`src/rtl/calc_pkg.sv`:
```
// Shared calculator definitions: key codes, debounce FSM states and the
// hundreds-digit limit used by both the entry block and the display path.
package calc_pkg;

    localparam logic [3:0] KEY_CLR = 4'hA;
    localparam logic [3:0] KEY_BS  = 4'hB;

    // Largest value the hundreds digit may hold (operands stop at 399).
    localparam logic [1:0] MAX_HUN = 2'd3;

    typedef enum logic [1:0] {
        IDLE      = 2'd0,
        PRESS_DEB = 2'd1,
        HELD      = 2'd2,
        REL_DEB   = 2'd3
    } deb_state_e;

    function automatic logic is_digit(input logic [3:0] code);
        return (code <= 4'd9);
    endfunction

endpackage

```
`src/rtl/key_debounce.sv`:
```
// Key strobe synchronizer and debouncer. Emits one accept pulse per press,
// together with the key code sampled from the synchronized bus at that moment.
//
// state     | meaning
// ----------+-----------------------------------------------------------
// IDLE      | no key; waiting for the synchronized strobe to rise
// PRESS_DEB | key seen high; counting consecutive high samples
// HELD      | press accepted; waiting for the key to drop (no repeat)
// REL_DEB   | key seen low; counting consecutive low samples
module key_debounce
    import calc_pkg::*;
#(
    parameter int DEB_CYCLES = 16
) (
    input  logic       clk,
    input  logic       rst_n,
    input  logic       key_down_i,
    input  logic [3:0] key_code_i,
    output logic       accept_o,
    output logic [3:0] code_o
);

    localparam int CW = $clog2(DEB_CYCLES + 1);
    localparam logic [CW-1:0] CNT_ONE  = CW'(1);
    localparam logic [CW-1:0] CNT_LAST = CW'(DEB_CYCLES - 1);

    logic          key_s1_q, key_s2_q;
    logic [3:0]    code_s1_q, code_s2_q;
    deb_state_e    state_q, state_d;
    logic [CW-1:0] cnt_q, cnt_d;
    logic          accept_q, accept_d;
    logic [3:0]    code_q, code_d;

    // Two-flop synchronizer for the asynchronous keypad strobe and code bus.
    always_ff @(posedge clk or negedge rst_n) begin
        if (!rst_n) begin
            key_s1_q  <= 1'b0;
            key_s2_q  <= 1'b0;
            code_s1_q <= 4'd0;
            code_s2_q <= 4'd0;
        end else begin
            key_s1_q  <= key_down_i;
            key_s2_q  <= key_s1_q;
            code_s1_q <= key_code_i;
            code_s2_q <= code_s1_q;
        end
    end

    // FSM state, debounce counter and registered accept/code outputs.
    always_ff @(posedge clk or negedge rst_n) begin
        if (!rst_n) begin
            state_q  <= IDLE;
            cnt_q    <= '0;
            accept_q <= 1'b0;
            code_q   <= 4'd0;
        end else begin
            state_q  <= state_d;
            cnt_q    <= cnt_d;
            accept_q <= accept_d;
            code_q   <= code_d;
        end
    end

    // Next-state logic; the entry sample of each debounce phase counts as the first.
    always_comb begin
        state_d  = state_q;
        cnt_d    = cnt_q;
        accept_d = 1'b0;
        case (state_q)
            IDLE: begin
                if (key_s2_q) begin
                    state_d = PRESS_DEB;
                    cnt_d   = CNT_ONE;
                end
            end
            PRESS_DEB: begin
                if (!key_s2_q) begin
                    state_d = IDLE;
                    cnt_d   = '0;
                end else if (cnt_q == CNT_LAST) begin
                    state_d  = HELD;
                    cnt_d    = '0;
                    accept_d = 1'b1;
                end else begin
                    cnt_d = cnt_q + CNT_ONE;
                end
            end
            HELD: begin
                if (!key_s2_q) begin
                    state_d = REL_DEB;
                    cnt_d   = CNT_ONE;
                end
            end
            REL_DEB: begin
                if (key_s2_q) begin
                    state_d = HELD;
                    cnt_d   = '0;
                end else if (cnt_q == CNT_LAST) begin
                    state_d = IDLE;
                    cnt_d   = '0;
                end else begin
                    cnt_d = cnt_q + CNT_ONE;
                end
            end
            default: begin
                state_d = IDLE;
                cnt_d   = '0;
            end
        endcase
        code_d = accept_d ? code_s2_q : code_q;
    end

    assign accept_o = accept_q;
    assign code_o   = code_q;

endmodule

```
`src/rtl/key_entry.sv`:
```
// Operand entry: shifts debounced keypad digits into a three-digit BCD
// operand (0..399) with clear and backspace editing.
// Optional feature macro: KEY_ENTRY_BACKSPACE_EN (code 4'hB edits as backspace;
// without it 4'hB is rejected like any other invalid code).
module key_entry
    import calc_pkg::*;
#(
    parameter int DEB_CYCLES = 16
) (
    input  logic       clk,
    input  logic       rst_n,
    input  logic       key_down_i,
    input  logic [3:0] key_code_i,
    input  logic       entry_clr_i,
    output logic [1:0] hun_o,
    output logic [3:0] ten_o,
    output logic [3:0] one_o,
    output logic [1:0] ndig_o,
    output logic       key_ack_o,
    output logic       key_err_o
);

    logic       accept;
    logic [3:0] code;

    logic [1:0] hun_q, hun_d;
    logic [3:0] ten_q, ten_d;
    logic [3:0] one_q, one_d;
    logic [1:0] ndig_q, ndig_d;
    logic       ack_q, ack_d;
    logic       err_q, err_d;

    key_debounce #(
        .DEB_CYCLES (DEB_CYCLES)
    ) u_debounce (
        .clk        (clk),
        .rst_n      (rst_n),
        .key_down_i (key_down_i),
        .key_code_i (key_code_i),
        .accept_o   (accept),
        .code_o     (code)
    );

    // Operand digit and status registers.
    always_ff @(posedge clk or negedge rst_n) begin
        if (!rst_n) begin
            hun_q  <= 2'd0;
            ten_q  <= 4'd0;
            one_q  <= 4'd0;
            ndig_q <= 2'd0;
            ack_q  <= 1'b0;
            err_q  <= 1'b0;
        end else begin
            hun_q  <= hun_d;
            ten_q  <= ten_d;
            one_q  <= one_d;
            ndig_q <= ndig_d;
            ack_q  <= ack_d;
            err_q  <= err_d;
        end
    end

    // Edit decode; a controller clear wins over, and silently drops, a key.
    always_comb begin
        hun_d  = hun_q;
        ten_d  = ten_q;
        one_d  = one_q;
        ndig_d = ndig_q;
        ack_d  = 1'b0;
        err_d  = 1'b0;
        if (entry_clr_i) begin
            hun_d  = 2'd0;
            ten_d  = 4'd0;
            one_d  = 4'd0;
            ndig_d = 2'd0;
        end else if (accept) begin
            if (is_digit(code)) begin
                case (ndig_q)
                    2'd0: begin
                        one_d  = code;
                        ndig_d = (code != 4'd0) ? 2'd1 : 2'd0;
                        ack_d  = 1'b1;
                    end
                    2'd1: begin
                        ten_d  = one_q;
                        one_d  = code;
                        ndig_d = 2'd2;
                        ack_d  = 1'b1;
                    end
                    2'd2: begin
                        // The tens digit becomes hundreds; above 3 it would pass 399.
                        if (ten_q <= {2'b00, MAX_HUN}) begin
                            hun_d  = ten_q[1:0];
                            ten_d  = one_q;
                            one_d  = code;
                            ndig_d = 2'd3;
                            ack_d  = 1'b1;
                        end else begin
                            err_d = 1'b1;
                        end
                    end
                    default: err_d = 1'b1;
                endcase
            end else begin
                case (code)
                    KEY_CLR: begin
                        hun_d  = 2'd0;
                        ten_d  = 4'd0;
                        one_d  = 4'd0;
                        ndig_d = 2'd0;
                        ack_d  = 1'b1;
                    end
`ifdef KEY_ENTRY_BACKSPACE_EN
                    KEY_BS: begin
                        if (ndig_q != 2'd0) begin
                            one_d  = ten_q;
                            ten_d  = {2'b00, hun_q};
                            hun_d  = 2'd0;
                            ndig_d = ndig_q - 2'd1;
                        end
                        ack_d = 1'b1;
                    end
`endif
                    default: err_d = 1'b1;
                endcase
            end
        end
    end

    assign hun_o     = hun_q;
    assign ten_o     = ten_q;
    assign one_o     = one_q;
    assign ndig_o    = ndig_q;
    assign key_ack_o = ack_q;
    assign key_err_o = err_q;

endmodule

```
`config.mk`:
```
export PLATFORM = sky130hd
export DESIGN_NAME = key_entry
export DESIGN_NICKNAME = d
export VERILOG_FILES = /design/src/rtl/calc_pkg.sv /design/src/rtl/key_debounce.sv /design/src/rtl/key_entry.sv
export SDC_FILE = /design/constraint.sdc
export NUM_CORES = 1
export LEC_CHECK = 0
export BUFFER_PORTS_ARGS = -buffer_cell sky130_fd_sc_hd__buf_2
export CAP_MARGIN = 20
export CORE_MARGIN = 5
export CORE_UTILIZATION = 46
export CTS_BUF_LIST = sky130_fd_sc_hd__clkbuf_8 sky130_fd_sc_hd__clkbuf_16
export DETAILED_ROUTE_END_ITERATION = 7
export GPL_TIMING_DRIVEN = 1
export PLACE_DENSITY_LB_ADDON = 0.08
export SLEW_MARGIN = 10
export SYNTH_ARGS = -nofsm -noshare
export SYNTH_HDL_FRONTEND = slang
export SYNTH_SLANG_ARGS = --single-unit
export TNS_END_PERCENT = 20
```
`constraint.sdc`:
```
create_clock -name clk -period 1.95 [get_ports clk]
set_clock_uncertainty 0.05 [all_clocks]
set_input_delay 0.0975 -clock clk [delete_from_list [all_inputs] [get_ports clk]]
set_output_delay 0.0975 -clock clk [all_outputs]
set_load 0.05 [all_outputs]
```
==> results of run 1 <==
-- cell families (layout without fill, tap and decap cells) --
family                     after synthesis  in the layout  synth area share
muxes                                    5              5            0.0376
buffers and inverters                    4             39            0.0100
AOI/OAI and AO/OA                       28             28             0.138
xor gates and xnor gates                 3              3            0.0175
and+or+nand+nor                         38             38             0.154
DFF                                     36             36             0.602
adders and majority gates                5              5            0.0418
-- placed cells by master (no fill, tap or decap), types with 2 or more instances in the layout --
cell and count:
o21a_1 2, ha_1 5, nor2b_1 3, mux2_2 5, nand3_1 4, nand2_1 10, o21ai_0 7, a22o_1 10
o22ai_1 2, buf_2 21, inv_1 5, a32o_1 3, dlygate4sd3_1 6, nor2_1 5, nand2b_1 2, clkbuf_8 6
dfrtp_1 35, xor2_1 2, and3_1 2
-- state kept, by name (all words and copies together) (netlist names), 2 cells and up, named ones only --
signal	count
u_debounce.cnt_q	5
one_o	4
ten_o	4
u_debounce.code_o	4
u_debounce.code_s1_q	4
u_debounce.code_s2_q	4
hun_o	2
ndig_o	2
-- how the worst min path moves through the flow --
stage	endpoint	slack, ns	cells after the start
after global placement	u_debounce.cnt_q[0]	0.16	1
after CTS	key_err_o	0.16	4
after global routing	key_err_o	0.18	4
final	key_err_o	0.18	4
after floorplan	asynchronous set/reset pin	-0.25	0
after detailed placement	u_debounce.key_s1_q	0.16	1
-- power by group through the flow --
stage	clock network (mW)	logic, mW	registers, mW
global placement	0	0.0547	0.791
finish	0.518	0.0650	0.779
CTS	0.548	0.0665	0.778
global route	0.579	0.0741	0.781
floorplan	0	0.0299	0.787
detailed placement	0	0.0574	0.793
-- what timing repair did --
action,in CTS,in global routing
hold endpoints to repair,41,0
hold buffers,6,0
gates resized for setup,0,0
-- metrics by stage --
step           hold WS, ns  cells
2_1_floorplan       -0.248    119
3_3_place_gp         0.157    184
3_5_place_dp         0.157    184
4_1_cts              0.157    198
5_1_grt              0.181    198
6_report             0.176    198
-- area by class of cell --
type	count	share of cell area
Sequential cell	36	0.498
Tap cell	44	0.0304
Clock buffer	6	0.0455
Multi-Input combinational cell	79	0.321
Inverter	3	0.00621
Timing Repair Buffer	28	0.0952
Clock inverter	2	0.00414
-- metal layers --
| metal | global-route usage | vias up | wire [um] |
|---|---|---|---|
| met3 | 0.0422 | 3 | 147 |
| met2 | 0.220 | 32 | 1270 |
| met4 | 0.0684 | 0 | 39 |
| li1 | - | 503 | - |
| met1 | 0.196 | 511 | 1290 |
| met5 | 0 | - | 0 |
-- worst min-delay path, stage by stage --
cell	delay [ns]
buf_2	0.13
inv_1	0.10
nand2_1	0.10
a211oi_1	0.05
==> summary.txt, run 1 <==
Setup path
  – Reg2Reg Depth: 6
  – CP startpoint kind: register
  – Slowest Stage Delay on Critical Path: a little under 0.5 ns
  – Levels on crit path: 6
  – Slowest CP cell: or3b_2
  – Crit path cell chain: inv_1 -> ha_1 -> or3b_2 -> nand2_1 -> nand2_1 -> a32o_1
  – Worst setup path endpoint: hun_o[1]
  – Worst R2R Start: ndig_o[0]
  – Crit. End Element: register
  – Critical path's most frequent cell: nand2_1
  – CP bufs+invs: 1
  – Crit path DAT: around 1.9 ns
  – Worst R2R End: hun_o[1]
  – Top delay family on crit path: simple AND/OR/NAND/NOR gates
  – Reg2Reg Setup Slack: 0.15 ns
  – Crit. Startpoint: ndig_o[0]
  – Worst path required time: just over 2 ns
  – Critical path class: reg2reg
  – Crit path max fanout: 5

Route
  – Post-Route WL: 2740 um
  – # DRC: 0
  – Final ANT Viol Nets: 0
  – Vias per inst: approximately 5.3
  – WL per Instance: 13.8 um
  – Initial DRT Pass Iterations: 4
  – Total vias in the final route: 1049
  – Initial DRC Count: 50

Power
  – Lkg Pwr: 0.899 nW
  – Total power: between 1 and 1.5 mW
  – Clock power share: 0.380
  – Logic pwr share: 0.048
  – Net switching power: about 0.29 mW
  – P_int: between 1 and 1.5 mW
  – PwrDens: around 750 nW/um^2
  – Net Sw Frac: 0.213
  – Sequential share of power: 0.572
  – VDD IR max: approximately 0.48 mV

Finish
  – Area growth from synthesis to layout: 21.1%
  – Register area: ~900 sq um
  – Final non-filler cell area: 1810 sq um
  – Area occupied by multi-input gates: roughly 580 sq um
  – Nets: ~170
  – Layout cells sized above 1: 0.247
  – Util after Layout: 0.589
  – Filler cells: 273
  – Antenna diodes: 0

Placed design
  – Post-placement cell area: between 1500 and 2000 sq um
  – HPWL Detailed: between 2000 and 2500 um
  – Worst slack, placed: between 0.15 and 0.2 ns
  – Port bufs: 21
  – GP Congestion: 0.840

CTS
  – Clk sink count: 36
  – H-Tree Depth: 2
  – Clk pin slew, worst setup/hold paths: about 0.070 ns
  – Setup bufs post-CTS: 0
  – CTS buffer count: 5
  – CTS tree: yes
  – Worst-Skew Late Latency: 0.28 ns
  – CTS max path bufs: 2
  – Clk root buf: clkbuf_8

Synthesis
  – Mean Syn Cell Area: between 10 and 15 sq um
  – Synth async-reset ratio: 1.00
  – Top cell type's share of synthesized area: 0.602
  – Post-synthesis register bit count: 36
  – Cell variety after synth: 34
  – Ys Warns: 0
  – Main synth FF type: dfrtp_1
  – Number of synthesized flops with an enable pin: 0
  – Most common cell in the netlist: dfrtp_1
  – Commonest cells in the netlist: 36 x dfrtp_1, 10 x a22o_1, 10 x nand2_1, 7 x o21ai_0
  – Dominant cell type by area after synthesis: dfrtp_1
  – Seq/Total Area, Yosys: 0.602
  – Gate Count Post-Synth: 119
  – Synth area leaders: dfrtp_1 60%, a22o_1 5.8%, ha_1 4.2%
  – Mapped Area: ~1500 sq um
  – Syn nets: roughly 130

Global routing
  – GRT Overall Usage: 0.147
  – Global-route wire length before repair: around 5000 um
  – Grt ovf: 0
  – Vias in the first global route: roughly 1.0k
  – Largest net degree at the start of global routing: 37
  – Initial antenna violation count: 0

STA
  – Slew Limit Fails: 0
  – Worst setup margin: 0.150 ns
  – Setup tns final: 0 ns
  – Number of hold violations in the final report: 0
  – Worst-Margin Slew: ~0.76 ns
  – Worst slew margin: 0.495
  – # setup viols final: 0
  – Tcrit/Tclk final: 0.923
  – Min cycle time layout: approximately 1.8 ns
  – RSZ-0062 raised after global routing: false
  – Max Clk Rate: 555 MHz

Die
  – Die height: between 60 and 70 um
  – Core ar.: 3080 sq um
  – Die area: approximately 4500 sq um
  – Top Ports: 22
  – Row Count: 20
  – Starting Density: 0.487
  – Die W: around 67 um

Run
  – MaxCap Viol Count: 0

Worst hold path
  – Launch point of the worst hold path: entry_clr_i
  – Min-Delay Path Class: in2reg

Outcome
  – Status: finished, final reports clean
Power figures use the tool's default switching activity.
==> run 2, diff against run 1 <==
--- a/config.mk
+++ b/config.mk
@@ -7,8 +7,10 @@
 export LEC_CHECK = 0
 export BUFFER_PORTS_ARGS = -buffer_cell sky130_fd_sc_hd__buf_2
 export CAP_MARGIN = 20
+export CELL_PAD_IN_SITES_DETAIL_PLACEMENT = 1
+export CELL_PAD_IN_SITES_GLOBAL_PLACEMENT = 1
 export CORE_MARGIN = 5
-export CORE_UTILIZATION = 46
+export CORE_UTILIZATION = 44
 export CTS_BUF_LIST = sky130_fd_sc_hd__clkbuf_8 sky130_fd_sc_hd__clkbuf_16
 export DETAILED_ROUTE_END_ITERATION = 7
 export GPL_TIMING_DRIVEN = 1
==> summary.txt, run 2 (synthesis results as in run 1) <==
Finish
  – Non-filler cells, final: 200 (+1.0%)
  – Most flops, register: u_debounce.cnt_q
  – Most frequent cells in the layout: 35 x dfrtp_1, 21 x buf_2, 10 x nand2_1, 10 x a22o_1, 7 x o21ai_0
  – Nets: 166 (unchanged)
  – Max FFs per register: 5 (unchanged)
  – Layout cells sized above 1: 0.260 (+0.0130)
  – Commonest non-fill, non-tap cell in the layout: dfrtp_1
  – Antenna diodes: 0 (unchanged)
  – Area growth from synthesis to layout: 21.1% (unchanged)

Die
  – Core ar.: 3310 sq um (+7.6%)
  – Starting Density: 0.452 (-0.0342)
  – Row Count: 21 (+5.0%)
  – Die W: 68.3 um (+1.9%)
  – Die height: 68.3 um (+1.9%)
  – Top Ports: 22 (unchanged)
  – Die area: 4670 sq um (+3.9%)

Placed design
  – Worst slack, placed: 0.148 ns (-0.0233 ns)
  – HPWL Detailed: 2270 um (+11%)
  – Number of placed instances, taps included: 186 (+1.1%)
  – Port bufs: 21 (unchanged)
  – GP Congestion: 0.796 (-5.3%)

Setup path
  – CP startpoint kind: register
  – Crit. Startpoint: ndig_o[0]
  – Worst path required time: 2.07 ns (about the same)
  – Crit. End Element: register
  – Crit path cell chain: inv_1 -> ha_1 -> o21ai_0 -> o31a_1 -> o22ai_1 -> buf_4 -> a22o_1
  – Reg2Reg Depth: 7 (+1)
  – Slowest Stage Delay on Critical Path: 0.42 ns (-0.07 ns)
  – Critical path class: reg2reg
  – Worst R2R Start: ndig_o[0]
  – CP bufs+invs: 2 (+1)
  – Worst setup path endpoint: ndig_o[0]
  – Top delay family on crit path: compound AO/OA/AOI/OAI gates
  – Reg2Reg Setup Slack: 0.14 ns (about the same)
  – Crit path max fanout: 5 (unchanged)
  – Slowest CP cell: dfrtp_1
  – Crit path DAT: 1.93 ns (about the same)
  – Levels on crit path: 7 (+1)
  – Worst R2R End: ndig_o[0]

STA
  – # setup viols final: 0 (unchanged)
  – Number of hold violations in the final report: 0 (unchanged)
  – Worst-Margin Slew: 0.767 ns (+0.00952 ns)
  – Tcrit/Tclk final: 0.928 (+0.00506)
  – Worst hold margin: 0.178 ns (+0.00189 ns)
  – Setup tns final: 0 ns (unchanged)
  – RSZ-0062 raised after global routing: false
  – Max Clk Rate: 552 MHz (-0.54%)
  – Worst slew margin: 0.489 (-0.00635)
  – Worst setup margin: 0.140 ns (-0.00986 ns)
  – Slew Limit Fails: 0 (unchanged)
  – Min cycle time layout: 1.81 ns (+0.00986 ns)

Power
  – Sequential share of power: 0.572 (about the same)
  – Total power: 1.36 mW (about the same)
  – Lkg Pwr: 0.894 nW (-0.66%)
  – VDD IR max: 0.439 mV (-8.4%)
  – Net Sw Frac: 0.234 (+0.0215)
  – Clock power share: 0.380 (about the same)
  – PwrDens: 751 nW/um^2 (about the same)
  – P_int: 1.04 mW (-2.7%)
  – Logic pwr share: 0.048 (about the same)
  – Net switching power: 0.319 mW (+10%)

Route
  – Final ANT Viol Nets: 0 (unchanged)
  – Total vias in the final route: 1068 (+1.8%)
  – WL per Instance: 15.6 um (+12%)
  – Initial DRT Pass Iterations: 4 (unchanged)
  – Post-Route WL: 3110 um (+13%)
  – Vias per inst: 5.34 (+0.79%)
  – # DRC: 0 (unchanged)
  – Initial DRC Count: 65 (+30%)

Run
  – MaxCap Viol Count: 0 (unchanged)

CTS
  – Clk root buf: clkbuf_8
  – Worst-Skew Late Latency: 0.28 ns (about the same)
  – Clk sink count: 36 (unchanged)
  – Setup bufs post-CTS: 0 (unchanged)
  – H-Tree Depth: 2 (unchanged)
  – CTS buffer count: 5 (unchanged)
  – CTS max path bufs: 2 (unchanged)
  – Clk pin slew, worst setup/hold paths: 0.07 ns (about the same)
  – CTS tree: yes

Global routing
  – Initial antenna violation count: 0 (unchanged)
  – Grt ovf: 0 (unchanged)
  – Largest net degree at the start of global routing: 37 (unchanged)
  – Vias in the first global route: 1139 (+10%)
  – GRT Overall Usage: 0.160 (+0.0128)
  – Global-route wire length before repair: 5540 um (+14%)

Outcome
  – Status: finished, final reports clean

Worst hold path
  – Min-Delay Path Class: in2reg
-- run 2: cell types whose count changed in the layout (fill, tap and decap cells not counted), sizes merged --
| cell | change |
|---|---|
| clkbuf | -1 |
| clkinv | +3 |
| inv | -2 |
-- run 2: cell type report --
class | instances | area [sq um]
Multi-Input combinational cell | 79 | 582
Inverter | 3 | 11.3
Tap cell | 46 | 57.6
Clock buffer | 5 | 68.8
Sequential cell | 36 | 902
Fill cell | 360 | 1500
Clock inverter | 3 | 18.8
Timing Repair Buffer | 28 | 173
-- run 2: per-layer routing --
metal  wire length [um]  GRT usage  share of wire  vias to the layer above
li1                   -          -              -                      500
met1               1440      0.208           0.46                      542
met2               1510      0.265           0.48                       22
met3                130     0.0345          0.042                        4
met4                 34     0.0521          0.011                        0
met5                  0          0              0                        -
-- run 2: repair_timing --
item | 4_1_cts | 5_1_grt
setup endpoints to repair | 0 | 0
gates resized for setup | 0 | 0
hold buffers | 6 | 0
endpoints found under the hold margin | 41 | 0
-- run 2: worst min-delay path, stage by stage --
cell and delay (ns):
buf_2 0.13, nor2b_1 0.12, a32o_1 0.13
-- run 2: power groups by stage --
stage          registers [mW]  clock network (mW)  logic [mW]
2_1_floorplan           0.787                   0      0.0299
3_3_place_gp            0.791                   0      0.0553
3_5_place_dp            0.793                   0      0.0579
4_1_cts                 0.778               0.537      0.0672
5_1_grt                 0.781               0.574      0.0764
6_report                0.778               0.518      0.0654
-- run 2: worst min-delay path by stage --
stage                              from  slack [ns]  cells past startpoint                    endpoint
after floorplan                   rst_n       -0.25                      0  asynchronous set/reset pin
after global placement            rst_n        0.15                      1                    hun_o[0]
after detailed placement  key_code_i[2]        0.16                      1     u_debounce.code_s1_q[2]
after CTS                   entry_clr_i        0.17                      3                    hun_o[0]
after global routing        entry_clr_i        0.19                      3                    hun_o[0]
final                       entry_clr_i        0.18                      3                    hun_o[0]
-- run 2: through the flow --
step	instance area, sq um	util
6_report	1810	0.548
5_1_grt	1810	0.548
4_1_cts	1810	0.548
3_5_place_dp	1670	0.503
3_3_place_gp	1670	0.503
2_1_floorplan	1500	-
